**config.mk**
```make
export PLATFORM = sky130hd
export DESIGN_NAME = pipe_stage_reg
export DESIGN_NICKNAME = d
export VERILOG_FILES = /design/src/rtl/pipe_stage_reg.sv
export SDC_FILE = /design/constraint.sdc
export NUM_CORES = 1
export LEC_CHECK = 0
export BUFFER_PORTS_ARGS = -buffer_cell sky130_fd_sc_hd__buf_2
export CAP_MARGIN = 25
export CORE_MARGIN = 3
export CORE_UTILIZATION = 48
export DETAILED_ROUTE_END_ITERATION = 8
export PLACE_DENSITY = 0.84
export SETUP_SLACK_MARGIN = 0.4
export SYNTH_ARGS = -nofsm -noshare
export SYNTH_HDL_FRONTEND = slang
export SYNTH_SLANG_ARGS = --single-unit
```
**constraint.sdc**
```tcl
create_clock -name clk -period 2.3 [get_ports clk]
set_input_delay 0.115 -clock clk [delete_from_list [all_inputs] [get_ports clk]]
set_output_delay 0.115 -clock clk [all_outputs]
set_load 0.05 [all_outputs]
```
**src/rtl/pipe_stage_reg.sv**
```systemverilog
// pipe_stage_reg: valid/ready pipeline stage register with flush, saturating stall counter and optional skid buffer (PIPE_STAGE_SKID_EN)
module pipe_stage_reg #(
  parameter int WIDTH = 64,
  parameter logic [WIDTH-1:0] BUBBLE = {WIDTH{1'b0}},
  parameter int CNT_W = 16
) (
  input  logic             clk,
  input  logic             reset,
  input  logic             flush,
  input  logic             in_valid,
  output logic             in_ready,
  input  logic [WIDTH-1:0] in_data,
  output logic             out_valid,
  input  logic             out_ready,
  output logic [WIDTH-1:0] out_data,
  output logic [CNT_W-1:0] stall_count
);
  logic main_v, skid_v;
  logic [WIDTH-1:0] main_d;
  assign out_valid = main_v;
  assign out_data = main_v ? main_d : BUBBLE;
  always_ff @(posedge clk)
    if (reset) stall_count <= '0;
    else if (main_v && !out_ready && !(&stall_count)) stall_count <= stall_count + 1'b1;
`ifdef PIPE_STAGE_SKID_EN
  logic [WIDTH-1:0] skid_d;
  assign in_ready = ~skid_v;
  always_ff @(posedge clk)
    if (reset) begin
      main_v <= 1'b0;
      skid_v <= 1'b0;
      main_d <= BUBBLE;
    end else if (flush) begin
      main_v <= 1'b0;
      skid_v <= 1'b0;
    end else if (skid_v) begin
      if (out_ready) begin
        main_d <= skid_d;
        skid_v <= 1'b0;
      end
    end else if (main_v && !out_ready) begin
      if (in_valid) begin
        skid_d <= in_data;
        skid_v <= 1'b1;
      end
    end else begin
      main_v <= in_valid;
      if (in_valid) main_d <= in_data;
    end
`else
  assign skid_v = 1'b0;
  assign in_ready = ~skid_v & (~main_v | out_ready);
  always_ff @(posedge clk)
    if (reset) begin
      main_v <= 1'b0;
      main_d <= BUBBLE;
    end else if (flush) main_v <= 1'b0;
    else if (in_ready) begin
      main_v <= in_valid;
      if (in_valid) main_d <= in_data;
    end
`endif
endmodule
```
==> impl_metrics.json, run 1 <==
{
  "layout_common_cells": "buf_2 (150), nand2_1 (132), a21oi_1 (76)",
  "grt_max_degree": 66,
  "grt_pass1_vias": 3482,
  "placed_cells": 676,
  "regToRegEndpoint": "stall_count[15]",
  "io_pins": 151,
  "routed_wl_um": 9635,
  "status": "finished, final reports clean",
  "start_util": 0.5072,
  "rows": 30,
  "reg2reg_from": "out_valid",
  "portBuffers": 150,
  "crit_family": "simple AND/OR/NAND/NOR gates",
  "core-area_mm2": 0.006982,
  "drv_cap": 0,
  "setup_tns_ps": 0,
  "worst_setup_path_start_kind": "register",
  "ant_nets": 0,
  "syn_nets": 525,
  "seq_power_share": 0.544,
  "die_y_um": 91.89,
  "yosys_warnings": 0,
  "syn_to_final_growth_pct": 35.19,
  "slew_headroom": 0.6253,
  "rsz0062_at_grt": "false",
  "clockBufferDepth": 2,
  "cts_buffers": 9,
  "final_common_cell": "buf_2",
  "routedWlPerCell_um": 13.49,
  "ys_seq_elements": 81,
  "cp_slowest_stage_delay_ps": 410,
  "swShare": 0.2521,
  "ir_worst_vdd_mv": 0.4715,
  "critical_path_class": "reg -> reg",
  "crit_path_end_kind": "register",
  "fmax_ghz": 0.5569,
  "post-route-min-period_ps": 1796,
  "cp.required_ps": 2570,
  "place_congestion": 0.8139,
  "dp_hpwl_um": 6368,
  "hold_path.class": "in -> reg",
  "grt_pass1_wl_um": 15850,
  "h-tree-depth": 3,
  "drc_errors": 0,
  "post_cts_buffers": 0,
  "die-area_mm2": 0.008444,
  "ys_async_sr_fraction": 0,
  "via_count": 3639,
  "synth.distinct_cells": 37,
  "worstSkewPairLatency_ps": 340,
  "globalRouteTotalUtil": 0.2295,
  "path_cells": "and2b_2 > clkinvlp_4 > or3b_1 > or4_1 > a21oi_1",
  "first_pass_iters": 6,
  "setup_viol": 0,
  "comb_power_share": 0.117,
  "clock-root-buffer": "clkbuf_8",
  "worstRegToRegCells": 5,
  "cp-startpoint": "out_valid",
  "cp.depth": 5,
  "power_switching_mw": 0.6833,
  "fin_hold_ws_ps": 9.576,
  "leakagePower_nw": 2.188,
  "netlist_area_mm2": 0.003541,
  "initialDrtViolationCount": 119,
  "path_clk_slew_ps": 70,
  "viasPerCell": 5.097,
  "min_period_over_period": 0.7807,
  "clockPowerShare": 0.339,
  "slew_viol_final": 0,
  "synthCells": 455,
  "critPathMaxFanout": 13,
  "utilization": 0.6857,
  "synth_area_per_cell_um2": 7.782,
  "fin_nets": 685,
  "power_density_mw_per_mm2": 566.3,
  "cts_tree": "yes",
  "finalHoldViolCount": 0,
  "critPathBufInv": 1,
  "synth_edf_count": 0,
  "gr-total-overflow": 0,
  "critical_path_arrival_ps": 2070,
  "cp-endpoint": "stall_count[15]",
  "worst_slew_pin_slew_ps": 557.8,
  "clock_sinks": 81,
  "die_w_um": 91.89,
  "rrSetupSlack_ps": 500,
  "yosysSeqAreaShare": 0.4580,
  "antenna_found_initial": 0,
  "slowest_stage": "or4_1",
  "synth-main-ff-cell": "dfxtp_1",
  "skew_ps": 10.09,
  "antennaDiodeCount": 0,
  "internal-power_mw": 2.028,
  "fin_cells": 714,
  "drive_gt1_frac": 0.3155
}
-- final cells by class --
class | instances | area [um^2]
fill | 594 | 2195
multi-input combinational | 339 | 1793
sequential | 81 | 1642
timing repair buffer | 181 | 1047
clock buffer | 12 | 156.4
tap | 96 | 120.1
inverter | 3 | 15.01
clock inverter | 2 | 13.76
-- power groups by stage --
| stage | combinational (mW) | sequential (mW) | clock [mW] |
|---|---|---|---|
| final | 0.316 | 1.48 | 0.919 |
| after global routing | 0.351 | 1.48 | 1.01 |
| after CTS | 0.314 | 1.48 | 0.945 |
| after detailed placement | 0.282 | 1.51 | 0 |
| after global placement | 0.277 | 1.50 | 0 |
| after floorplan | 0.173 | 1.51 | 0 |
-- stage by stage --
step	total power [mW]	setup slack (ps)	instance area, um^2
2_1_floorplan	1.681	389.5	3565
3_3_place_gp	1.782	514.3	4368
3_5_place_dp	1.791	460.8	4368
4_1_cts	2.735	438.7	4778
5_1_grt	2.844	414.4	4787
6_report	2.711	504.4	4787
-- worst min path at each step --
stage | end | cells after the start | start | slack, ps
floorplan | out_valid | 1 | flush | 180
global route | main_d[4] | 3 | in_data[4] | 0.7
global placement | out_valid | 2 | flush | 330
CTS | main_d[37] | 3 | in_data[37] | 0.8
detailed placement | out_valid | 2 | flush | 340
finish | main_d[26] | 3 | in_data[26] | 10
-- metal layers --
layer  part of all wire  up-vias  track usage  wire [um]
met2               0.49      129       0.3996       4728
met3              0.064       20      0.05496        613
met4              0.022        0      0.09901        216
li1                   -     1821            -          -
met1               0.42     1669       0.2674       4077
met5                  0        -            0          0
-- cell families after synthesis --
family                     synth area share
AOI/OAI and AO/OA                    0.1424
muxes                               0.01555
buffers and inverters               0.03851
and+or+nand+nor                      0.3421
adders and majority gates          0.003533
DFF                                  0.4580
-- worst reg2reg max path: cells and delay by family, from the launching register on --
family,cells,cell delay [ps]
and+or+nand+nor,3,1090
DFF,1,350
buffers and inverters,1,170
AOI/OAI and AO/OA,1,120
-- repair_timing --
item,in CTS,in global routing
gates resized for setup,0,3
setup endpoints to repair,0,10
endpoints found under the hold margin,24,0
hold buffers,24,0
-- cells in the mapped netlist (2+ instances only) --
cell type | count | area, um^2
a211oi_1 | 3 | 22.52
a21oi_1 | 76 | 380.4
a31oi_1 | 2 | 12.51
and2_1 | 64 | 400.4
and4_4 | 2 | 22.52
buf_1 | 5 | 18.77
buf_2 | 3 | 15.01
clkbuf_1 | 23 | 86.33
dfxtp_1 | 81 | 1622
inv_1 | 3 | 11.26
mux2_2 | 4 | 45.04
nand2_1 | 133 | 499.2
nand2b_1 | 2 | 12.51
nand3_1 | 5 | 25.02
nand4_1 | 3 | 18.77
nand4_4 | 2 | 42.54
nor2_1 | 7 | 26.28
nor2b_1 | 4 | 25.02
nor3_1 | 4 | 20.02
o21ai_0 | 2 | 10.01
o31ai_1 | 6 | 45.04
or4_1 | 6 | 45.04
-- registers in the layout (all words and copies together) (netlist names) --
signal / count
out_valid: 1
main_d: 64
stall_count: 16
Power figures use the tool's default switching activity.
==> run 2: changes to the inputs <==
--- a/config.mk
+++ b/config.mk
@@ -5,12 +5,13 @@
 export SDC_FILE = /design/constraint.sdc
 export NUM_CORES = 1
 export LEC_CHECK = 0
+export ABC_AREA = 1
 export BUFFER_PORTS_ARGS = -buffer_cell sky130_fd_sc_hd__buf_2
 export CAP_MARGIN = 25
 export CORE_MARGIN = 3
 export CORE_UTILIZATION = 48
 export DETAILED_ROUTE_END_ITERATION = 8
-export PLACE_DENSITY = 0.84
+export PLACE_DENSITY = 0.83
 export SETUP_SLACK_MARGIN = 0.4
 export SYNTH_ARGS = -nofsm -noshare
 export SYNTH_HDL_FRONTEND = slang
==> constraint.sdc (replaced) <==
create_clock -name clk -period 1.7 [get_ports clk]
set_input_delay 0.085 -clock clk [delete_from_list [all_inputs] [get_ports clk]]
set_output_delay 0.085 -clock clk [all_outputs]
set_load 0.05 [all_outputs]
==> impl_metrics.json, run 2 <==
{
  "status": "finished, violations left",
  "violations": "hold timing",
  "yosys_warnings": 0,
  "synth.distinct_cells": 26,
  "swShare": 0.3040,
  "largest_reg_flops": 64,
  "via_count": 4631,
  "regToRegEndpoint": "stall_count[9]",
  "hold_path.class": "in -> reg",
  "fin_nets": 847,
  "worstRegToRegCells": 9,
  "grt_max_degree": 56,
  "reg2reg_from": "stall_count[1]",
  "antenna_found_initial": 0,
  "yosysSeqAreaShare": 0.4337,
  "min_period_over_period": 0.8853,
  "initialDrtViolationCount": 238,
  "synth_area_leaders": "dfxtp_1 (43%), nor2_1 (17%), nand2_1 (11%), o21ai_0 (9.0%), inv_1 (8.7%)",
  "clock-root-buffer": "clkbuf_8",
  "yosys.area.top_type": "dfxtp_1",
  "die_w_um": 94.26,
  "fin_cells": 881,
  "synth_edf_count": 0,
  "path_clk_slew_ps": 90,
  "cts_tree": "yes",
  "final_common_cell": "nor2_1",
  "globalRouteTotalUtil": 0.2603,
  "internal-power_mw": 3.101,
  "power_density_mw_per_mm2": 687.5,
  "cts_buffers": 9,
  "synth_area_per_cell_um2": 6.435,
  "netlist_area_mm2": 0.003739,
  "synth-main-ff-cell": "dfxtp_1",
  "ys_async_sr_fraction": 0,
  "h-tree-depth": 3,
  "rows": 31,
  "post-route-min-period_ps": 1505,
  "cp.required_ps": 1620,
  "placed_cells": 809,
  "worstSkewPairLatency_ps": 360,
  "drc_errors": 0,
  "fin_hold_ws_ps": -19.57,
  "grt_pass1_wl_um": 18460,
  "leakagePower_nw": 2.877,
  "gr-total-overflow": 0,
  "ant_nets": 0,
  "clockBufferDepth": 2,
  "finalHoldViolCount": 9,
  "rsz0062_at_grt": "true",
  "synth_top_area_frac": 0.4337,
  "clock_sinks": 81,
  "power_switching_mw": 1.354,
  "layout_common_cells": "nor2_1 (161), buf_2 (84), nand2_1 (70)",
  "synthCells": 581,
  "setup_tns_ps": 0,
  "critPathMaxFanout": 8,
  "die_y_um": 94.26,
  "core-area_mm2": 0.007408,
  "fmax_ghz": 0.6645,
  "viasPerCell": 5.257,
  "ir_worst_vdd_mv": 0.4522,
  "skew_ps": 16.63,
  "first_pass_iters": 5,
  "crit_path_end_kind": "primary output",
  "worst_setup_path_start_kind": "register",
  "antennaDiodeCount": 0,
  "drv_cap": 0,
  "slew_viol_final": 0,
  "io_pins": 151,
  "seq_power_share": 0.471,
  "grt_pass1_vias": 4126,
  "slew_headroom": 0.7595,
  "routed_wl_um": 14830,
  "utilization": 0.8749,
  "place_congestion": 0.8558,
  "regMostFlops": "main_d",
  "dp_hpwl_um": 6902,
  "critical_path_class": "reg -> out",
  "comb_power_share": 0.196,
  "syn_to_final_growth_pct": 73.36,
  "rrSetupSlack_ps": 250,
  "netlist_top_cells_count": "nor2_1 (168), nand2_1 (114), inv_1 (87), dfxtp_1 (81), o21ai_0 (67)",
  "worst_slew_pin_slew_ps": 359.5,
  "ys_seq_elements": 81,
  "portBuffers": 150,
  "syn_nets": 651,
  "setup_viol": 0,
  "clockPowerShare": 0.333,
  "critical_path_arrival_ps": 1420,
  "hold_end": "main_d[51]",
  "routedWlPerCell_um": 16.84,
  "p_total_mw": 4.456,
  "die-area_mm2": 0.008884,
  "synth.most_common_cell": "nor2_1",
  "hold_start": "in_data[51]",
  "start_util": 0.5046,
  "drive_gt1_frac": 0.4450,
  "hold_path_depth": 3
}
## run 2: changes by cell type in the layout (fill, tap and decap cells not counted), sizes merged, moves of 21 or more
cell,previous run,this run
a21oi,77,1
and2,64,1
buf,157,178
clkinvlp,1,62
inv,2,30
nor2,7,172
o21ai,2,73
## run 2: worst max-delay path, stage by stage, from the launching register on
cell and delay, ps:
dfxtp_4 400, buf_12 140, clkbuf_16 170, nand2_2 100
clkinvlp_4 100, buf_6 160
## run 2: worst max-delay path by stage
stage	end	startpoint
after floorplan	stall_count[3]	stall_count[1]
after global placement	stall_count[9]	stall_count[1]
after detailed placement	stall_count[9]	stall_count[1]
after CTS	out_data[56]	out_valid
after global routing	out_data[36]	out_valid
final	out_data[36]	out_valid
## run 2: area by class of cell
| type | instances | area, um^2 |
|---|---|---|
| well taps | 99 | 123.9 |
| multi-input cells | 382 | 1903 |
| flip-flops and latches | 81 | 1660 |
| repair buffers | 215 | 2026 |
| fillers | 367 | 927.1 |
| clock buffers | 10 | 137.6 |
| clock inverters | 6 | 63.81 |
| inverters | 88 | 566.8 |
## run 2: timing repair
item                                    4_1_cts  5_1_grt
hold endpoints to repair                     29        1
pin swaps                                     5        7
cloned                                        2        9
endpoints found under the setup margin       79      146
resized for setup                           131      116
hold buffers                                 29        1
setup buffers                                10        5
## run 2: routing by layer
metal,track usage,part of all wire,up-vias
met5,0,0,-
met4,0.1288,0.065,0
met3,0.05769,0.083,94
met2,0.4634,0.50,272
met1,0.2895,0.35,2134
li1,-,-,2131
## run 2: power groups by stage
stage               sequential (mW)  clock, mW  combinational [mW]
floorplan                      2.15          0               0.381
global placement               2.11          0               0.583
detailed placement             2.12          0               0.596
CTS                            2.08       1.47               0.719
global route                   2.11       1.57               0.935
finish                         2.10       1.48               0.875
## run 2: cells by family (layout without fill, tap and decap cells)
family | Yosys count | count (layout) | share of synthesized area
AND/OR/NAND/NOR | 299 | 299 | 0.3159
buffers and inverters | 118 | 319 | 0.1245
flip-flops | 81 | 81 | 0.4337
AO/OA/AOI/OAI | 75 | 75 | 0.1061
XOR/XNOR | 7 | 7 | 0.01640
adder cells (fa/ha/maj) | 1 | 1 | 0.003346
## run 2: metrics by stage
stage	area (um^2)	setup slack (ps)
finish	6481	195.1
global route	6481	166.2
CTS	5898	238.0
detailed placement	4875	162.1
global placement	4875	230.2
floorplan	4044	249.2
==> run 3: changes to the inputs <==
==> constraint.sdc (replaced) <==
create_clock -name clk -period 1.5 [get_ports clk]
set_input_delay 0.075 -clock clk [delete_from_list [all_inputs] [get_ports clk]]
set_output_delay 0.075 -clock clk [all_outputs]
set_load 0.05 [all_outputs]
==> impl_metrics.json, run 3 <==
{
  "status": "did not finish",
  "haltStage": "clock tree synthesis (4_1_cts)",
  "firstError": "[ERROR DPL-0038] Utilization greater than 100%, impossible to legalize",
  "ys_async_sr_fraction": 0,
  "clock-root-buffer": "clkbuf_8",
  "synth.most_common_cell": "nor2_1",
  "synth_area_leaders": "dfxtp_1 (43%), nor2_1 (17%), nand2_1 (11%), o21ai_0 (9.0%), inv_1 (8.7%)",
  "synth-main-ff-cell": "dfxtp_1",
  "yosysSeqAreaShare": 0.4337,
  "ys_seq_elements": 81,
  "clock_sinks": 81,
  "synth_area_per_cell_um2": 6.435,
  "synth_edf_count": 0,
  "syn_nets": 651,
  "cts_buffers": 9,
  "netlist_area_mm2": 0.003739,
  "post_cts_buffers": 19,
  "synthCells": 581,
  "h-tree-depth": 3,
  "netlist_top_cells_count": "nor2_1 (168), nand2_1 (114), inv_1 (87), dfxtp_1 (81), o21ai_0 (67)",
  "clockBufferDepth": 2,
  "dp_hpwl_um": 7405,
  "portBuffers": 150,
  "place_congestion": 0.8201,
  "io_pins": 151,
  "synth_top_area_frac": 0.4337,
  "placed_cells": 814,
  "post_cts_resized": 315,
  "synth.distinct_cells": 26,
  "yosys.area.top_type": "dfxtp_1",
  "yosys_warnings": 0,
  "rows": 31,
  "holdBufCountCts": 63,
  "start_util": 0.5046,
  "die_y_um": 94.26,
  "die_w_um": 94.26
}
[run 3: cell counts after synthesis]
No cell type changed its count.
[run 3: cell families after synthesis]
| logic type | share of synthesized area |
|---|---|
| xor+xnor | 0.01640 |
| compound gates | 0.1061 |
| buf+inv | 0.1245 |
| fa+ha+maj | 0.003346 |
| flops | 0.4337 |
| simple gates | 0.3159 |
[run 3: stage by stage]
stage                     setup WS, ps  area, um^2    util
after detailed placement         117.5        5431  0.7332
after floorplan                  49.16        4782       -
after global placement           164.7        5431  0.7332
==> run 4: changes to the inputs <==
--- a/config.mk
+++ b/config.mk
@@ -9,10 +9,9 @@
 export BUFFER_PORTS_ARGS = -buffer_cell sky130_fd_sc_hd__buf_2
 export CAP_MARGIN = 25
 export CORE_MARGIN = 3
-export CORE_UTILIZATION = 48
+export CORE_UTILIZATION = 40
 export DETAILED_ROUTE_END_ITERATION = 8
-export PLACE_DENSITY = 0.83
-export SETUP_SLACK_MARGIN = 0.4
+export PLACE_DENSITY_LB_ADDON = 0.15
 export SYNTH_ARGS = -nofsm -noshare
 export SYNTH_HDL_FRONTEND = slang
 export SYNTH_SLANG_ARGS = --single-unit
==> impl_metrics.json, run 4 (same netlist as run 2, synthesis figures left out) <==
{
  "cts_buffers": 9,
  "final_cell_area_mm2": 0.005833,
  "regToRegEndpoint": "stall_count[5]",
  "worstSkewPairLatency_ps": 340,
  "viasPerCell": 4.541,
  "grt_max_degree": 41,
  "antenna_found_initial": 0,
  "io_pins": 151,
  "hold_path.class": "in -> reg",
  "path_clk_slew_ps": 80,
  "initialDrtViolationCount": 119,
  "drive_gt1_frac": 0.3511,
  "largest_reg_flops": 64,
  "core-area_mm2": 0.008891,
  "final_common_cell": "nor2_1",
  "worst_slew_pin_slew_ps": 359.3,
  "layout_common_cells": "nor2_1 (167), nand2_1 (112), buf_2 (109)",
  "syn_to_final_growth_pct": 56.02,
  "power_density_mw_per_mm2": 858.4,
  "critPathMaxFanout": 34,
  "die_w_um": 102.7,
  "clock-root-buffer": "clkbuf_8",
  "status": "finished, final reports clean",
  "h-tree-depth": 3,
  "start_util": 0.4205,
  "clock_sinks": 81,
  "setup_tns_ps": 0,
  "drv_cap": 0,
  "leakagePower_nw": 2.574,
  "slowest_stage": "dfxtp_4",
  "skew_ps": 7.853,
  "hold_path_depth": 3,
  "drc_errors": 0,
  "worst_setup_path_start_kind": "register",
  "grt_pass1_wl_um": 17060,
  "slew_viol_final": 0,
  "hold_end": "main_d[2]",
  "die_y_um": 102.7,
  "antennaDiodeCount": 0,
  "setup_viol": 0,
  "grt_pass1_vias": 3777,
  "cts_tree": "yes",
  "via_count": 4060,
  "portBuffers": 150,
  "placed_cell_area_mm2": 0.004888,
  "routed_wl_um": 10840,
  "cp_slowest_stage_delay_ps": 410,
  "dp_hpwl_um": 7069,
  "first_pass_iters": 5,
  "rsz0062_at_grt": "false",
  "critical_path_arrival_ps": 1350,
  "rrSetupSlack_ps": 100,
  "die-area_mm2": 0.01054,
  "clockBufferDepth": 2,
  "path_cells": "buf_12 > nand2_1 > clkinvlp_4 > clkbuf_4",
  "fin_nets": 852,
  "worstRegToRegCells": 9,
  "reg2reg_from": "stall_count[1]",
  "ant_nets": 0,
  "place_congestion": 0.8113,
  "cp.required_ps": 1420,
  "crit_path_end_kind": "primary output",
  "routedWlPerCell_um": 12.13,
  "fmax_ghz": 0.7009,
  "crit_family": "buffers and inverters",
  "gr-total-overflow": 0,
  "post-route-min-period_ps": 1427,
  "ir_worst_vdd_mv": 0.5172,
  "rows": 34,
  "finalHoldViolCount": 0,
  "hold_start": "in_data[2]",
  "slew_headroom": 0.7605,
  "globalRouteTotalUtil": 0.2035,
  "critPathBufInv": 3,
  "critical_path_class": "reg -> out",
  "regMostFlops": "main_d",
  "min_period_over_period": 0.9512
}
run 4: worst max-delay path by stage:
| stage | slack, ps | endpoint | depth (start not counted) | from |
|---|---|---|---|---|
| after floorplan | -40 | main_d[58] | 6 | out_valid |
| final | 70 | out_data[17] | 4 | out_valid |
| after detailed placement | 80 | stall_count[5] | 9 | stall_count[0] |
| after global placement | 130 | stall_count[14] | 10 | stall_count[0] |
| after CTS | 0.1 | out_data[5] | 4 | out_valid |
| after global routing | 0.3 | stall_count[14] | 10 | stall_count[1] |
run 4: final cells by class:
cell class | count | area (um^2)
flip-flops and latches | 81 | 1650
clock buffers | 11 | 162.7
repair buffers | 220 | 1579
well taps | 108 | 135.1
fillers | 820 | 3058
clock inverters | 4 | 73.82
inverters | 88 | 555.5
multi-input cells | 382 | 1677
run 4: where the power goes:
group          total [mW]  switching (mW)  leakage, nW  internal [mW]
logic               0.808           0.466         1.78          0.342
registers            2.35          0.0740        0.675           2.28
clock network        1.85           0.772        0.121           1.08
total                5.01            1.31         2.57           3.70
run 4: worst min-delay path, cell delays in order:
cell and delay, ps:
buf_2 80, o21ai_0 80, nor2_1 80
run 4: metrics by stage:
step | std cells | utilization | total power, mW | hold WS, ps | setup WS [ps]
after floorplan | 581 | - | 2.860 | 139.2 | -36.75
after global placement | 823 | 0.5498 | 3.061 | 250.7 | 132.0
after detailed placement | 823 | 0.5498 | 3.077 | 259.4 | 77.49
after CTS | 891 | 0.6473 | 5.043 | 0.7846 | 0.1100
after global routing | 894 | 0.6561 | 5.275 | 15.37 | 0.2707
final | 894 | 0.6561 | 5.007 | 10.21 | 73.23
run 4: layer usage:
layer  track usage  wire (um)
met5             0          0
met4       0.07669        225
met3       0.04330        561
met2        0.3515       5348
met1        0.2479       4704
run 4: timing repair:
item                       CTS  global route
setup buffers                0             2
hold endpoints to repair    52             0
pin swaps                    0             3
hold buffers                53             0
setup endpoints to repair   64            64
cloned                       0             1
gates resized for setup     38            12
